`config.mk`:
```
export PLATFORM = sky130hd
export DESIGN_NAME = paddle_timing_decoder
export DESIGN_NICKNAME = d
export VERILOG_FILES = /design/src/rtl/paddle_timing_decoder_pkg.sv /design/src/rtl/paddle_channel.sv /design/src/rtl/paddle_timing_decoder.sv
export SDC_FILE = /design/constraint.sdc
export NUM_CORES = 1
export LEC_CHECK = 0
export BUFFER_PORTS_ARGS = -buffer_cell sky130_fd_sc_hd__clkbuf_2
export CAP_MARGIN = 20
export CORE_ASPECT_RATIO = 1.5
export CORE_MARGIN = 5
export CORE_UTILIZATION = 45
export DETAILED_ROUTE_END_ITERATION = 7
export HOLD_SLACK_MARGIN = 0.03
export PLACE_DENSITY_LB_ADDON = 0.05
export SLEW_MARGIN = 25
export SYNTH_ARGS = -nofsm -noshare
export SYNTH_HDL_FRONTEND = slang
export SYNTH_SLANG_ARGS = --single-unit
export TNS_END_PERCENT = 50
```
`constraint.sdc`:
```
create_clock -name clk_sys -period 1.95 [get_ports clk_sys]
set_clock_uncertainty 0.2 [all_clocks]
set_input_delay 0.195 -clock clk_sys [delete_from_list [all_inputs] [get_ports clk_sys]]
set_output_delay 0.195 -clock clk_sys [all_outputs]
set_load 0.01 [all_outputs]
```
`src/rtl/paddle_timing_decoder_pkg.sv`:
```
// Shared constants and channel state encoding for the paddle timing decoder.
package paddle_timing_decoder_pkg;

    localparam logic [7:0] LINE_MAX = 8'd255;
    localparam int         FILT_LEN = 4;

    typedef enum logic [1:0] {
        ST_WAIT  = 2'd0,
        ST_COUNT = 2'd1,
        ST_DONE  = 2'd2
    } chan_state_t;

endpackage

```
`src/rtl/paddle_channel.sv`:
```
// One paddle channel: comparator synchronizer, glitch filter, line counter
// and per-frame capture/publish of the charge-crossing line.
//
//   state    | meaning
//   ---------+-----------------------------------------------------------
//   ST_WAIT  | after reset, no frame reference yet; wait for first vs
//   ST_COUNT | counting hs lines, waiting for filtered comparator high
//   ST_DONE  | crossing line latched; ignore hs/cmp until next vs
module paddle_channel
    import paddle_timing_decoder_pkg::*;
(
    input  logic       clk_sys,
    input  logic       reset,
    input  logic       cmp_raw,
    input  logic       invert,
    input  logic       vs_rise,
    input  logic       hs_rise,
    output logic [7:0] pos,
    output logic       timeout,
    output logic       publish
);

    logic [1:0]          sync_q;
    logic [FILT_LEN-1:0] hist_q;
    logic                filt_q;
    chan_state_t         state_q, state_d;
    logic [7:0]          cnt_q, cnt_d;
    logic [7:0]          lat_q, lat_d;
    logic [7:0]          pos_d;
    logic                tmo_d;

    always_ff @(posedge clk_sys or negedge reset) begin
        if (!reset) begin
            sync_q <= '0;
            hist_q <= '0;
            filt_q <= 1'b0;
        end else begin
            sync_q <= {sync_q[0], cmp_raw};
            hist_q <= {hist_q[FILT_LEN-2:0], sync_q[1]};
            if (&hist_q)
                filt_q <= 1'b1;
            else if (~|hist_q)
                filt_q <= 1'b0;
        end
    end

    always_ff @(posedge clk_sys or negedge reset) begin
        if (!reset) begin
            state_q <= ST_WAIT;
            cnt_q   <= '0;
            lat_q   <= '0;
            pos     <= '0;
            timeout <= 1'b0;
        end else begin
            state_q <= state_d;
            cnt_q   <= cnt_d;
            lat_q   <= lat_d;
            pos     <= pos_d;
            timeout <= tmo_d;
        end
    end

    always_comb begin
        state_d = state_q;
        cnt_d   = cnt_q;
        lat_d   = lat_q;
        pos_d   = pos;
        tmo_d   = timeout;
        publish = 1'b0;
        case (state_q)
            ST_WAIT: begin
                if (vs_rise) begin
                    state_d = ST_COUNT;
                    cnt_d   = '0;
                end
            end
            ST_COUNT: begin
                // No crossing this frame: the (saturated) count is the result,
                // flagged as a timeout unless the comparator fires on this very cycle.
                if (vs_rise) begin
                    publish = 1'b1;
                    pos_d   = cnt_q ^ {8{invert}};
                    tmo_d   = ~filt_q;
                    cnt_d   = '0;
                end else if (filt_q) begin
                    lat_d   = cnt_q;
                    state_d = ST_DONE;
                end else if (hs_rise && (cnt_q != LINE_MAX)) begin
                    cnt_d = cnt_q + 8'd1;
                end
            end
            ST_DONE: begin
                if (vs_rise) begin
                    publish = 1'b1;
                    pos_d   = lat_q ^ {8{invert}};
                    tmo_d   = 1'b0;
                    cnt_d   = '0;
                    state_d = ST_COUNT;
                end
            end
            default: state_d = ST_WAIT;
        endcase
    end

endmodule

```
`src/rtl/paddle_timing_decoder.sv`:
```
// Two-channel paddle position decoder: sync edge detection, capacitor
// discharge drive and the shared publish strobe around two paddle_channel instances.
module paddle_timing_decoder
    import paddle_timing_decoder_pkg::*;
(
    input  logic       clk_sys,
    input  logic       reset,
    input  logic       hs,
    input  logic       vs,
    input  logic [1:0] cmp_in,
    input  logic [1:0] invert,
    output logic [1:0] discharge,
    output logic [7:0] pos0,
    output logic [7:0] pos1,
    output logic       pos_valid,
    output logic [1:0] timeout
);

    logic       hs_q, vs_q;
    logic       hs_rise, vs_rise;
    logic [1:0] publish;

    assign hs_rise = hs & ~hs_q;
    assign vs_rise = vs & ~vs_q;

    always_ff @(posedge clk_sys or negedge reset) begin
        if (!reset) begin
            hs_q      <= 1'b0;
            vs_q      <= 1'b0;
            discharge <= 2'b00;
            pos_valid <= 1'b0;
        end else begin
            hs_q      <= hs;
            vs_q      <= vs;
            discharge <= {2{vs}};
            // Channels share vs_rise and reset, so they always publish together.
            pos_valid <= publish[0] & publish[1];
        end
    end

    paddle_channel u_ch0 (
        .clk_sys (clk_sys),
        .reset   (reset),
        .cmp_raw (cmp_in[0]),
        .invert  (invert[0]),
        .vs_rise (vs_rise),
        .hs_rise (hs_rise),
        .pos     (pos0),
        .timeout (timeout[0]),
        .publish (publish[0])
    );

    paddle_channel u_ch1 (
        .clk_sys (clk_sys),
        .reset   (reset),
        .cmp_raw (cmp_in[1]),
        .invert  (invert[1]),
        .vs_rise (vs_rise),
        .hs_rise (hs_rise),
        .pos     (pos1),
        .timeout (timeout[1]),
        .publish (publish[1])
    );

endmodule
```
# == Word-level counts from Yosys, hierarchy flattened ==
# Index checks and enable logic that the tools add are counted.
# totals
regBits,72
inputBits,8
output_inout_bits,21
# classes
addsub,2
n_eq_ne,22
n_mux,34
bitwise_logic,12
reduce_logical,24
# op_table
op,count
8-bit two-way mux,11
8-bit one-hot mux with 2 select lines,4
8-bit XOR,4
2-bit by 1-bit inequality test with 1-bit output (second input constant),10
3-bit AND reduction,6
8-bit by 1-bit adder with 8-bit output (second input constant),2
8-bit inequality test (second input constant),2
4-bit AND reduction,4
1-bit two-way mux,10
2-bit two-way mux,5
2-bit one-hot mux with 2 select lines,2
2-bit nonzero test,4
2-bit OR reduction,4
4-bit OR reduction,2
3-bit by 1-bit inequality test with 1-bit output (second input constant),2
3-bit by 2-bit inequality test with 1-bit output (second input constant),2
1-bit NOT,5
2-bit by 1-bit == test with 1-bit output (second input constant),2
2-bit == test (second input constant),2
2-bit zero test,2
2-bit inequality test (second input constant),2
1-bit one-hot mux with 2 select lines,2
1-bit AND,3
1-bit logical AND,2

# == Depth between registers and ports, before layout ==
# logic_depth
depth_word,7
ltp_mapped,8

# == Hierarchy ==
# A second synthesis with hierarchy kept.
# hier_totals
hier_cells,304
area_unflattened_um2,3537.1
# modules_own_cells
mod,n_inst,cells_per_inst,area_per_inst_um2
paddle_channel at u_ch0,1,148,1715.4
paddle_channel at u_ch1,1,148,1697.9
paddle_timing_decoder,1,8,123.9

# == Least setup slack after synthesis ==
# OpenSTA, ideal clock, no wires.
# synth_timing
path_kind,reg-to-reg
from,register u_ch1.state_q[0]
to,register u_ch1.pos[5]
setup_ns,0.136
arrival_time_ns,1.647
path_slack_ns,-0.033
stages_incl_launch_ff,7
n_path_buf,2
period_less_slack_ns,1.983
path_cell_list,dfrtp_1 inv_1 ha_1 buf_2 o21ai_1 clkbuf_1 o21ai_0
# synth_between
elab_chain_len,3
word_cells_on_any_way,7
classes_between,4 x eq/ne; 1 x mux; 2 x reduce/logical
# synth_rtl
element,line_no,source
start: declaration,paddle_channel.sv:26,"chan_state_t state_q, state_d;"
start signal: assignment,paddle_channel.sv:55,state_q <= state_d;
2-bit == test or 2-bit by 1-bit == test with 1-bit output (tied branches),paddle_channel.sv:70,case (state_q)
2-bit by 1-bit inequality test with 1-bit output (no source line) or 2-bit nonzero test (tied branches),--,
3-bit AND reduction (no source line),--,
end signal: assignment,paddle_channel.sv:58,pos <= pos_d;
end: declaration,paddle_channel.sv:18,"output logic [7:0] pos,"
# Several ways; a longest one is shown, not always the timed one.
# A chain may end at the register's enable or synchronous reset.

# == Worst setup path in the final report ==
# layout_timing
from,register u_ch1.state_q[0]
to,register u_ch1.cnt_q[5]
# layout_between
elab_chain_len,4
word_cells_on_any_way,10
classes_between,5 x eq/ne; 1 x mux; 4 x reduce/logical
# layout_rtl
element,line_no,source
2-bit == test or 2-bit zero test (tied branches),paddle_channel.sv:70,
2-bit OR reduction (no source line),--,
2-bit by 1-bit inequality test with 1-bit output (no source line) or 2-bit nonzero test (tied branches),--,
4-bit AND reduction (no source line),--,
end signal: assignment,paddle_channel.sv:56,cnt_q <= cnt_d;
end: declaration,paddle_channel.sv:27,"logic [7:0] cnt_q, cnt_d;"
# Several ways; a longest one is shown, not always the timed one.

==> impl_results.md <==
* Outcome: complete, no violations
* WP data arrival at 1.94 ns
* Mapped Cells at 300
* Vias at 2352
* # fillers at 657
* CP max FO at 4
* Design Area, Final at 4150 um2
* Setup tns final at 0 ns
* Avg Cell Area, Syn at 11.1 um2
* Initial Utilization at 45.9%
* Detailed-router iteration count before antenna repair at 4
* Share of cells above drive strength 1 at 31.2%
* Storage element area at 1780 um2
* F_max at 539 MHz
* Max-cap violations at 0
* Leakage at 1.94 nW
* Num CTS Buffers at 9
* Final HPWL from detailed placement at 4770 um
* Die area at 9230 um2
* TritonCTS sink count at 71
* Setup ws final at 0.0931 ns
* Die Wd at 80.1 um
* Initial antenna violation count at 0
* Total Wirelength at 6520 um
* I/O pin count at 29
* Final setup violation count at 0
* Worst Max-Slew Pin Slew at 0.378 ns
* GRT Residual Overflow at 0
* GRT Total Usage at 15.7%
* Routed Antenna Nets at 0
* Fin nets at 386
* Pin count of the biggest net entering global routing at 72
* Worst-path clk slew at 0.08 ns
* Height of the die at 115 um
* Worst path required time at 2.03 ns
* Final hold vios at 0
* Clock Latency Late Sink at 0.34 ns
* Worst IR Drop VDD at 0.579 mV
* CTS tree: yes
* Post-route DRC violation count at 0
* YS warnings at 0
* Core Box Area at 7230 um2
* Syn Nets at 319
* Synth top area cells: dfrtp_1 (54%), mux2_2 (5.8%), o21ai_0 (5.7%), mux2i_1 (4.8%), xor2_1 (4.2%)
* Mapped Area at 3320 um2
* Drt wl/cell at 13.8 um
* Max Root-Sink Buffers at 2
* Drt via density at 4.98
* Place WS at -0.0249 ns
* Final period utilization at 95.2%
* Area delta synth->final at 25.0%
* Area of the multi-input gates at 1480 um2
* Synthesized flop and latch total at 71
* Synth cell types at 37
* Max Slew Vio Count at 0
* Critical setup path kind: flop to flop
* 1st-iter DRT viols at 87
* Post-placement cell area at 3810 um2
* Setup slack, reg-to-reg at 0.09 ns
* CTS root buf: clkbuf_8
* First-pass GRT wire length at 11200 um
* Setup crit start kind: flop
* Row count at 38
* Worst Setup End Kind: flop
* H-tree levels at 3
* Final Hold Slack at 0.129 ns
* Post-layout minimum cycle time at 1.86 ns
* RePlAce Congestion at 0.790
* Vias in the first global route at 2397
* Post-synth top area share at 53.5%
* Power Density at 1190 nW/um2
* Min-Delay Path Class: input port to flop
* Rel. slew slack at 74.8%
* I/O Buffers at 28
* Ant diodes at 0
* Sequential area share after synthesis at 53.5%
* Synth area leader: dfrtp_1
[cell type report]
cell class | count | share of cell area [%]
clock inverters | 5 | 2.08
inverters | 5 | 0.452
flip-flops and latches | 71 | 42.8
repair buffers | 70 | 12.3
multi-input cells | 210 | 35.7
well taps | 100 | 3.02
clock buffers | 11 | 3.65
[metal layers]
metal,up-vias,global-route usage (%),part of all wire (%)
met5,-,0,0
met4,0,5.98,1.5
met3,8,3.68,3.2
met2,34,28.6,55
met1,1128,17.6,40
li1,1182,-,-
[per-stage QoR]
step                std cells  utilization, %  total power [mW]
floorplan                 300               -              2.90
global placement          450            52.8              3.53
detailed placement        450            52.8              3.56
CTS                       471            56.9              4.98
global route              472            57.4              5.29
finish                    472            57.4              4.94
[repair_timing]
action	CTS	global route
gates resized for setup	3	8
hold buffers	5	0
endpoints found under the setup margin	2	10
pin swaps	0	3
buffers inserted	0	1
hold endpoints to repair	75	0
[kinds of logic after synthesis]
| group | after synthesis | synth area share, % |
|---|---|---|
| AOI/OAI and AO/OA | 62 | 11.3 |
| and+or+nand+nor | 88 | 13.2 |
| adders and majority gates | 11 | 4.15 |
| buffers and inverters | 19 | 3.02 |
| muxes | 33 | 10.6 |
| DFF | 71 | 53.5 |
| xor gates and xnor gates | 16 | 4.22 |
[cell usage after synthesis]
master	instances
or3_1	2
buf_1	2
or4_1	3
xor2_1	16
o41ai_2	1
or2_1	1
nor2b_1	3
and4_1	2
nor3_2	1
buf_6	1
mux2_2	17
and3_1	5
ha_1	11
o211ai_1	1
nand3_2	1
o31ai_1	9
o21ai_0	38
mux2i_1	16
inv_1	5
a31oi_1	3
o21ai_1	3
buf_4	4
a21oi_1	5
nor2_1	16
nand2b_1	4
nand2b_4	1
nor2_2	1
a32oi_4	1
clkbuf_1	2
dfrtp_1	71
nand4_1	1
a22oi_1	1
nand2_1	33
buf_2	5
and2_1	1
and3_2	1
nand3_1	12
[registers in the layout, summed over array words and instances, names as in the netlist, 2 cells and up]
register and cells:
u_ch0.cnt_q 8, u_ch0.hist_q 4, u_ch0.lat_q 8, u_ch0.pos 8
u_ch0.state_q 2, u_ch0.sync_q 2, u_ch1.cnt_q 8, u_ch1.hist_q 4
u_ch1.lat_q 8, u_ch1.pos 8, u_ch1.state_q 2, u_ch1.sync_q 2
[placed cells by master, fill, tap and decap left out, drive strengths merged, types with 2 or more instances in the layout]
| master | netlist | layout |
|---|---|---|
| a31oi | 3 | 3 |
| xor2 | 16 | 16 |
| mux2i | 16 | 16 |
| clkbuf | 2 | 38 |
| o31ai | 9 | 9 |
| a21oi | 5 | 5 |
| nor2b | 3 | 3 |
| dlygate4sd3 | 0 | 5 |
| or4 | 3 | 3 |
| ha | 11 | 11 |
| mux2 | 17 | 17 |
| o21ai | 41 | 41 |
| and3 | 6 | 6 |
| nand2b | 5 | 5 |
| bufinv | 0 | 2 |
| dfrtp | 71 | 71 |
| inv | 5 | 8 |
| or3 | 2 | 2 |
| and4 | 2 | 2 |
| nand2 | 33 | 33 |
| nand3 | 13 | 13 |
| buf | 12 | 38 |
| nor2 | 17 | 17 |
[worst max-delay path, cell delays in order (launching register included)]
cell      delay, ns
dfrtp_1        0.41
ha_2           0.20
nand2b_1       0.15
a22oi_2        0.18
a21oi_2        0.08
or4_4          0.51
nand3_2        0.06
[power breakdown]
| group | switching, mW | total, mW | internal [mW] |
|---|---|---|---|
| Sequential | 0.168 | 1.93 | 1.77 |
| Combinational | 0.888 | 1.63 | 0.744 |
| Clock | 0.574 | 1.38 | 0.804 |
[worst paths after layout]
kind	startpoint	endpoint	depth (start not counted)
max	u_ch1.state_q[0]$_DFFE_PN0P_	u_ch1.cnt_q[5]$_DFFE_PN0P_	6
min	invert[1]	u_ch1.pos[4]$_DFFE_PN0P_	3
max reg2reg	u_ch1.state_q[0]$_DFFE_PN0P_	u_ch1.cnt_q[5]$_DFFE_PN0P_	6
min reg2reg	u_ch0.sync_q[0]$_DFF_PN0_	u_ch0.sync_q[1]$_DFF_PN0_	0
max in group asynchronous	reset	u_ch1.cnt_q[6]$_DFFE_PN0P_	3
min in group asynchronous	reset	u_ch0.filt_q$_DFFE_PN0P_	3
(Power assumes the default switching activity.)
